<file path="src/rtl/slew_rate_detector.sv">
// Slew-rate detector: per-sample difference of a signed audio stream, with
// hysteretic detection of sustained slewing. Optional peak meter: SLEW_DETECT_PEAK_EN.
module slew_rate_detector #(
  parameter int unsigned VCC             = 12,
  parameter int unsigned SAMPLE_RATE     = 48000,
  parameter int unsigned MAX_CHANGE_RATE = 1000,
  parameter int unsigned ENTER_COUNT     = 4,
  parameter int unsigned EXIT_COUNT      = 16
) (
  input  logic               clk,
  input  logic               reset,
  input  logic               audio_clk_en,
  input  logic signed [15:0] in,
  output logic signed [15:0] rate,
  output logic               slewing,
  output logic               slew_dir,
  output logic        [15:0] event_count
`ifdef SLEW_DETECT_PEAK_EN
  ,
  input  logic               peak_clear,
  output logic        [15:0] peak_rate
`endif
);

  localparam int unsigned DATA_W  = 16;
  localparam int unsigned DIFF_W  = DATA_W + 1;
  localparam int unsigned CNT_MAX = (ENTER_COUNT > EXIT_COUNT) ? ENTER_COUNT : EXIT_COUNT;
  localparam int unsigned CNT_W   = $clog2(CNT_MAX + 1);

  // Same threshold formula as the limiters, truncating after each divide.
  localparam logic [63:0] THRESH =
    ((64'(MAX_CHANGE_RATE) << 14) / 64'(VCC)) / 64'(SAMPLE_RATE);

  localparam logic [CNT_W-1:0] ENTER_LAST = CNT_W'(ENTER_COUNT);
  localparam logic [CNT_W-1:0] EXIT_LAST  = CNT_W'(EXIT_COUNT);
  localparam logic [CNT_W-1:0] CNT_ONE    = CNT_W'(1);

  typedef enum logic [1:0] {
    IDLE      = 2'd0,
    ARMING    = 2'd1,
    SLEWING   = 2'd2,
    RELEASING = 2'd3
  } state_e;

  state_e              state_q, state_d;
  logic [CNT_W-1:0]    cnt_q, cnt_d;
  logic [DATA_W-1:0]   prev_q, prev_d;
  logic                primed_q, primed_d;
  logic [DATA_W-1:0]   rate_q, rate_d;
  logic                slewing_q, slewing_d;
  logic                dir_q, dir_d;
  logic [DATA_W-1:0]   evc_q, evc_d;

  logic signed [DIFF_W-1:0] diff_c;
  logic [DIFF_W-1:0]        abs_c;
  logic [DATA_W-1:0]        rate_sat_c;
  logic                     exceed_c;
  logic                     dir_c;
  logic [DATA_W-1:0]        evc_inc_c;
  logic [CNT_W-1:0]         cnt_inc_c;

  // Sample datapath: 17-bit difference, magnitude, clamp, threshold compare.
  always_comb begin
    diff_c = {in[DATA_W-1], in} - {prev_q[DATA_W-1], prev_q};
    abs_c  = diff_c[DIFF_W-1] ? DIFF_W'(-diff_c) : DIFF_W'(diff_c);
    if (diff_c[DIFF_W-1] != diff_c[DIFF_W-2]) begin
      rate_sat_c = diff_c[DIFF_W-1] ? 16'h8000 : 16'h7FFF;
    end else begin
      rate_sat_c = diff_c[DATA_W-1:0];
    end
    exceed_c  = 64'(abs_c) > THRESH;
    dir_c     = !diff_c[DIFF_W-1] && (diff_c != '0);
    evc_inc_c = (evc_q == 16'hFFFF) ? evc_q : evc_q + 16'd1;
    cnt_inc_c = cnt_q + CNT_ONE;
  end

  // Next-state logic; the FSM moves only on strobes once prev holds a real sample.
  always_comb begin
    state_d   = state_q;
    cnt_d     = cnt_q;
    prev_d    = prev_q;
    primed_d  = primed_q;
    rate_d    = rate_q;
    dir_d     = dir_q;
    evc_d     = evc_q;

    if (audio_clk_en) begin
      prev_d   = in;
      primed_d = 1'b1;
      if (primed_q) begin
        rate_d = rate_sat_c;
        unique case (state_q)
          IDLE: begin
            if (exceed_c) begin
              dir_d = dir_c;
              if (ENTER_COUNT == 1) begin
                state_d = SLEWING;
                evc_d   = evc_inc_c;
                cnt_d   = '0;
              end else begin
                state_d = ARMING;
                cnt_d   = CNT_ONE;
              end
            end
          end
          ARMING: begin
            if (!exceed_c) begin
              state_d = IDLE;
              cnt_d   = '0;
            end else if (dir_c != dir_q) begin
              cnt_d = CNT_ONE;
              dir_d = dir_c;
            end else if (cnt_inc_c == ENTER_LAST) begin
              state_d = SLEWING;
              evc_d   = evc_inc_c;
              cnt_d   = '0;
            end else begin
              cnt_d = cnt_inc_c;
            end
          end
          SLEWING: begin
            if (exceed_c) begin
              dir_d = dir_c;
            end else if (EXIT_COUNT == 1) begin
              state_d = IDLE;
              cnt_d   = '0;
            end else begin
              state_d = RELEASING;
              cnt_d   = CNT_ONE;
            end
          end
          RELEASING: begin
            if (exceed_c) begin
              state_d = SLEWING;
              dir_d   = dir_c;
              cnt_d   = '0;
            end else if (cnt_inc_c == EXIT_LAST) begin
              state_d = IDLE;
              cnt_d   = '0;
            end else begin
              cnt_d = cnt_inc_c;
            end
          end
          default: begin
            state_d = IDLE;
            cnt_d   = '0;
          end
        endcase
      end
    end

    slewing_d = (state_d == SLEWING) || (state_d == RELEASING);
  end

  always_ff @(posedge clk or posedge reset) begin
    if (reset) begin
      state_q   <= IDLE;
      cnt_q     <= '0;
      prev_q    <= '0;
      primed_q  <= 1'b0;
      rate_q    <= '0;
      slewing_q <= 1'b0;
      dir_q     <= 1'b0;
      evc_q     <= '0;
    end else begin
      state_q   <= state_d;
      cnt_q     <= cnt_d;
      prev_q    <= prev_d;
      primed_q  <= primed_d;
      rate_q    <= rate_d;
      slewing_q <= slewing_d;
      dir_q     <= dir_d;
      evc_q     <= evc_d;
    end
  end

  assign rate        = rate_q;
  assign slewing     = slewing_q;
  assign slew_dir    = dir_q;
  assign event_count = evc_q;

`ifdef SLEW_DETECT_PEAK_EN
  logic [DATA_W-1:0] peak_q, peak_d;
  logic [DATA_W-1:0] abs_sat_c;
  logic [DATA_W-1:0] peak_base_c;

  // Clear and a coincident strobe combine: the strobe's magnitude becomes the new peak.
  always_comb begin
    abs_sat_c   = abs_c[DIFF_W-1] ? 16'hFFFF : abs_c[DATA_W-1:0];
    peak_base_c = peak_clear ? '0 : peak_q;
    peak_d      = peak_base_c;
    if (audio_clk_en && primed_q && (abs_sat_c > peak_base_c)) begin
      peak_d = abs_sat_c;
    end
  end

  always_ff @(posedge clk or posedge reset) begin
    if (reset) begin
      peak_q <= '0;
    end else begin
      peak_q <= peak_d;
    end
  end

  assign peak_rate = peak_q;
`endif

endmodule

</file>
<file path="config.mk">
export PLATFORM = sky130hd
export DESIGN_NAME = slew_rate_detector
export DESIGN_NICKNAME = d
export VERILOG_FILES = /design/src/rtl/slew_rate_detector.sv
export SDC_FILE = /design/constraint.sdc
export NUM_CORES = 1
export LEC_CHECK = 0
export ABC_AREA = 1
export CORE_MARGIN = 5
export CORE_UTILIZATION = 57
export DETAILED_ROUTE_END_ITERATION = 12
export MAX_ROUTING_LAYER = met4
export PLACE_DENSITY = 0.9
export SETUP_SLACK_MARGIN = 0.1
export SLEW_MARGIN = 20
export SYNTH_ARGS = -nofsm -noshare
export SYNTH_HDL_FRONTEND = slang
export SYNTH_SLANG_ARGS = --single-unit
export TNS_END_PERCENT = 5
</file>
<file path="constraint.sdc">
create_clock -name clk -period 4 [get_ports clk]
set_clock_uncertainty 0.15 [all_clocks]
set_input_delay 0.8 -clock clk [delete_from_list [all_inputs] [get_ports clk]]
set_output_delay 0.8 -clock clk [all_outputs]
set_load 0.005 [all_outputs]
</file>
==> metrics.txt <==
outcome=completed; Post-Synthesis Cells=715; NumNets Final=858; fin. max-slew vios=0; Critical Path End Type=register; largest family of logic cells by synthesized area=simple AND/OR/NAND/NOR gates; worst-path fanout max=8; Max Clk Rate=0.2622 GHz; Pwr Density=417.5 nW/um2; Die Wd=99.79 um; clock root buffer=clkbuf_8; Total Routed Length=13.74 mm; post-route setup TNS=0 ns; top cells by area, synth=dfrtp_1 (32%), nand2_1 (20%), inv_1 (8.2%); syn_area_per_cell=6.427 um2; row count=32; P_leak=3.086 nW; PortBufs=52; Die Ht=99.79 um; share of layout cells above drive strength 1=19.66%; Antenna diodes=0; total clock buffers created by CTS=9; GRT Total Usage=26.60%; CTS tree=yes; Sinks on Clock Net=58; max-cap check violation count=0; HPWL Detailed=9.135 mm; post-layout util=79.18%; Hold-fix buffers, CTS=0; Worst-path clk slew=0.07 ns; Tightest Hold Check Type=register to register; iteration count of the initial detailed-routing pass=5; worst slew pin tran=0.7523 ns; die area=9958 um2; I/O Pins=53; number of cells in the design after placement=899; clk buf depth=2; Crit Path Category=input port to register; distinct cell type count after synthesis=36; CP required=4.08 ns; H-tree Lvls=3; sequential fraction of the synthesis area=31.58%; Initial DRC Count=465; most frequent cell after synthesis=nand2_1; top cells by count, synth=nand2_1 (239), inv_1 (101), nor2_1 (72); Area after DPL=5500 um2; area of the core=7807 um2; xor/xnor share of the synthesized area=3.975%; Post-synth EDFFs=0; final instance area=6182 um2; Post-synth top flop=dfrtp_1; post-synthesis mux area share=0%; Synth Net Count=754; area leader, netlist=dfrtp_1; fin crit share=95.36%; DR WL/cell=14.83 um; Netlist Area Pre-Place=4596 um2; FFs w/ async S/R, synth=100.0%; Compound-Gate Fraction of Synth Area=8.168%; RSZ-0062 raised after global routing=true; Area Overhead vs Synth=34.52%; Initial Util=58.86%; DR DRC count=0; post-synthesis adder-cell area fraction=5.608%; largest net degree at the start of global routing=59; fillers=545; synthesized flop and latch total=58; initial antenna violation count=0; number of global-route vias before repair=4815; yosys warns=0; Final setup viols=0; grt ovf=0; Slew HR=49.85%; startpoint types=input port; global-route wire length before repair=21.38 mm; Yosys top cell area share=31.58%; Post-Synth Simple-Gate Area=40.62%; Final Hold Viols=0; Finished Layout Cells=926; CP arrival=3.90 ns; clock insertion delay at the later pin of the skew report=0.35 ns; GPL Wtd Cong=0.9608; vias=5104; Post-DRT Antenna Nets=0; Worst VDD drop=279.8 uV; Via density=5.512; min Tclk post-route=3.814 ns
-- path summary, 6_finish.rpt --
kind,slack (ns),endpoint,start,cells after the start
max,0.19,event_count[0],in[2],19
min,0.32,primed_q,primed_q,1
max reg2reg,0.42,slewing,prev_q[0],21
min reg2reg,0.32,primed_q,primed_q,1
max in group asynchronous,2.36,prev_q[5],reset,3
min in group asynchronous,0.82,event_count[3],reset,3
-- final cells by class --
class                           count  area (um2)  area share [%]
Sequential cell                    58        1451           23.48
Clock inverter                      4       50.05          0.8096
Multi-Input combinational cell    543        3073           49.71
Timing Repair Buffer              103       930.9           15.06
Clock buffer                       12       155.1           2.510
Inverter                          104       394.1           6.375
Tap cell                          102       127.6           2.064
-- state kept, by name (all words and copies together) (netlist names) --
name	count
cnt_q	5
prev_q	16
rate	16
state_q	2
event_count	16
slewing	1
slew_dir	1
primed_q	1
-- report_power, final --
group	internal, mW	leakage [nW]	total, mW	switching, mW
clock network	0.321	0.0986	0.584	0.263
registers	0.681	0.726	0.757	0.0766
logic	0.523	2.26	1.24	0.716
total	1.53	3.09	2.58	1.06
-- kinds of logic after synthesis --
kind of cell,Yosys count
adder cells (fa/ha/maj),20
flip-flops,58
AND/OR/NAND/NOR,430
XOR/XNOR,20
AO/OA/AOI/OAI,71
buffers and inverters,116
-- metrics by stage --
| stage | hold slack, ns | total power, mW | worst slack, ns |
|---|---|---|---|
| 4_1_cts | 0.3192 | 2.418 | 0.04394 |
| 5_1_grt | 0.3336 | 2.758 | 0.009773 |
| 3_5_place_dp | 0.3027 | 1.825 | -0.4324 |
| 3_3_place_gp | 0.3007 | 1.791 | -0.2313 |
| 2_1_floorplan | 0.2894 | 1.413 | 0.3731 |
| 6_report | 0.3176 | 2.581 | 0.1857 |
-- metal layers --
layer / part of all wire, % / vias to the layer above / track usage [%]
met5: 0 / - / -
met4: 2.2 / 0 / 10.61
met3: 6.5 / 42 / 3.336
met2: 49 / 239 / 41.87
met1: 42 / 2345 / 34.92
li1: - / 2478 / -
-- cells in the final DEF (no fill, tap or decap), types with 2 or more instances in the layout --
cell type	count
a21oi_1	9
a21oi_2	6
a21oi_4	3
and2_1	2
buf_4	48
buf_6	2
clkbuf_8	11
clkdlybuf4s50_1	49
clkinvlp_4	3
dfrtp_1	58
dlymetal6s2s_1	3
ha_1	9
ha_4	9
inv_1	96
inv_2	7
nand2_1	226
nand2_2	16
nand2_4	5
nand2_8	2
nand3_1	57
nand3_2	11
nand3_4	3
nand3b_1	3
nand4_1	14
nor2_1	56
nor2_2	21
nor2_4	6
nor3_1	5
nor4_1	2
o211ai_1	2
o21ai_0	40
o21ai_1	8
xnor2_1	7
xor2_1	12
-- critical path: stages --
cell             delay (ns)
clkdlybuf4s50_1        0.46
ha_4                   0.36
nand2_1                0.10
nor2_2                 0.14
nand2_1                0.07
nand3_1                0.16
nand3b_1               0.13
nand2_1                0.09
nand2_1                0.06
nand2_1                0.12
nor2_2                 0.08
nand2_1                0.08
nor2_2                 0.05
o21ai_0                0.29
nand3b_1               0.22
nor2_4                 0.26
nand2_8                0.11
buf_4                  0.16
xor2_2                 0.14
-- timing repair --
| action | CTS | global route |
|---|---|---|
| setup endpoints to repair | 24 | 25 |
| setup buffers | 0 | 9 |
| pin swaps | 1 | 34 |
| gates resized for setup | 6 | 84 |
| endpoints found under the hold margin | 0 | 0 |
| gates cloned | 0 | 2 |
(Power assumes the default switching activity.)
==> edit (same settings) <==
`EXIT_COUNT`: 16 -> 32.
--- a/src/rtl/slew_rate_detector.sv
+++ b/src/rtl/slew_rate_detector.sv
@@ -6,5 +6,5 @@
   parameter int unsigned MAX_CHANGE_RATE = 1000,
   parameter int unsigned ENTER_COUNT     = 4,
-  parameter int unsigned EXIT_COUNT      = 16
+  parameter int unsigned EXIT_COUNT      = 32
 ) (
   input  logic               clk,
Check against the original RTL: same outputs for any inputs over 4 cycles, from zero or initial values and one cycle with reset high; that may be too few to reach the edited logic, so the function may still have changed.
==> edit against the original RTL <==
  * Setup slack better by 0.026 ns
  * Die area increased by 3.0%
  * Total power rose by 2.7%
  * Synthesized cell count increased by 3.4%
  * Worst hold slack gained 0.015 ns
  * Global-route usage decreased by 0.10 points
  * Register-to-register slack better by 0.09 ns
  * Synthesized area increased by 3.3%
  * Sequential cell count grew 1
  * Core utilization fell by 2.4 points
  * Design area is 1.6% higher
  * Clock power down 12%
  * Wire length down 3.1%
  * Largest power group unchanged
  * Highest routed layer unchanged
==> edit: results (changes against the original RTL) <==
Synth top area cells = dfrtp_1 (31%), nand2_1 (21%), inv_1 (7.7%), nand3_1 (7.5%), ha_1 (5.0%)
Slew margin rel. = 36.0% (-14 points)
Share of layout cells above drive strength 1 = 19.7% (+0.061 points)
Clock latency at the later pin of the worst-skew pair = 0.35 ns (about the same)
Syn Nets = 778 (+3.2%)
Peak VDD IR = 216 µV (-23%)
Vias in the first global route = 4760 (-1.1%)
Initial antenna violation count = 0 (unchanged)
Final nets = 897 (+4.5%)
First-pass GRT wire length = 21400 µm (about the same)
Leak pwr = 3.26 nW (+5.6%)
Vias = 5191 (+1.7%)
CP max FO = 8 (unchanged)
Worst Hold Slack = 0.332 ns (+0.0146 ns)
WP data arrival = 3.93 ns (+0.03 ns)
Hold path start = primed_q
Filler cells = 604 (+11%)
Placed cell area = 0.00581 mm² (+5.7%)
Worst Hold Class = flip-flop to flip-flop
Max incr delay on CP = 0.43 ns (-0.03 ns)
Cts bufs inserted = 9 (unchanged)
Post-Route WL = 13300 µm (-3.1%)
Hpwl dp = 9640 µm (+5.5%)
Total Routing Usage GR = 26.5% (-0.10 points)
Status = completed
FF-to-FF End = cnt_q[2]
Synth cell count leaders = nand2_1 (267), inv_1 (98), nand3_1 (71)
R2R cell count = 22 (+4.8%)
Library cells used by synthesis = 34 (-5.6%)
Reg2Reg Setup Slack = 0.51 ns (+0.09 ns)
DR iter-0 viols = 339 (-27%)
Largest net degree at the start of global routing = 39 (-34%)
Placer congestion estimate = 0.921 (-4.2%)
Reg clk slew, reported paths = 0.07 ns (about the same)
Sequential area share after synthesis = 31.1% (-0.49 points)
edit: cell types whose count changed after synthesis, sizes merged, moves of 2 or more:
cell,delta
nand2,+37
nor2,-12
nand3,+8
nand4,-6
nand3b,+4
a21oi,-3
o21ai,-3
xnor2,-2
xor2,+2
edit: worst max-delay path by stage:
stage	to	depth (start not counted)	slack [ns]	startpoint
after floorplan	event_count[7]	22	0.36	in[0]
after detailed placement	event_count[13]	23	-0.32	in[0]
after CTS	cnt_q[2]	23	0.09	in[0]
after global placement	event_count[13]	23	-0.22	in[0]
after global routing	cnt_q[1]	23	0.05	in[2]
final	cnt_q[1]	23	0.21	in[10]
edit: where the power goes:
group | switching (mW) | leakage, nW | internal (mW)
Clock | 0.258 | 0.0912 | 0.254
Sequential | 0.0929 | 0.730 | 0.704
Combinational | 0.760 | 2.44 | 0.581
edit: repair_timing:
action                                  in CTS  in global routing
gates cloned                                 1                  1
endpoints found under the setup margin      15                 26
pin swaps                                    8                 28
buffers inserted                             2                  3
gates resized for setup                     16                 45
edit: layer usage:
metal / GRT usage (%) / part of all wire (%) / vias to the layer above
li1: - / - / 2568
met1: 33.8 / 43 / 2378
met2: 43.0 / 49 / 218
met3: 4.27 / 6.2 / 27
met4: 8.79 / 1.7 / 0
met5: - / 0 / -
edit: final cells by class:
type | count | area, µm² | area share [%]
Tap cell | 105 | 131 | 2.09
Multi-Input combinational cell | 566 | 3040 | 48.4
Clock buffer | 11 | 151 | 2.41
Sequential cell | 59 | 1480 | 23.5
Timing Repair Buffer | 118 | 1060 | 16.9
Inverter | 104 | 393 | 6.26
Clock inverter | 4 | 26.3 | 0.418
edit: per-stage QoR:
step / std cells / setup TNS, ns / total power, mW / setup WS (ns)
4_1_cts: 963 / 0 / 2.55 / 0.0924
6_report: 967 / 0 / 2.65 / 0.211
2_1_floorplan: 739 / 0 / 1.51 / 0.364
3_3_place_gp: 945 / -4.42 / 1.96 / -0.224
5_1_grt: 967 / 0 / 2.83 / 0.0500
3_5_place_dp: 945 / -6.51 / 2.00 / -0.318
edit: critical path: cells and delay by family:
family | cells | cell delay (ns)
buffers and inverters | 4 | 0.78
and+or+nand+nor | 16 | 1.50
adders and majority gates | 1 | 0.35
AOI/OAI and AO/OA | 2 | 0.49
edit: kinds of logic after synthesis:
kind of cell	share of synthesized area, %
flops	31.1
buf+inv	9.72
fa+ha+maj	5.43
simple gates	42.5
compound gates	7.56
xor+xnor	3.69
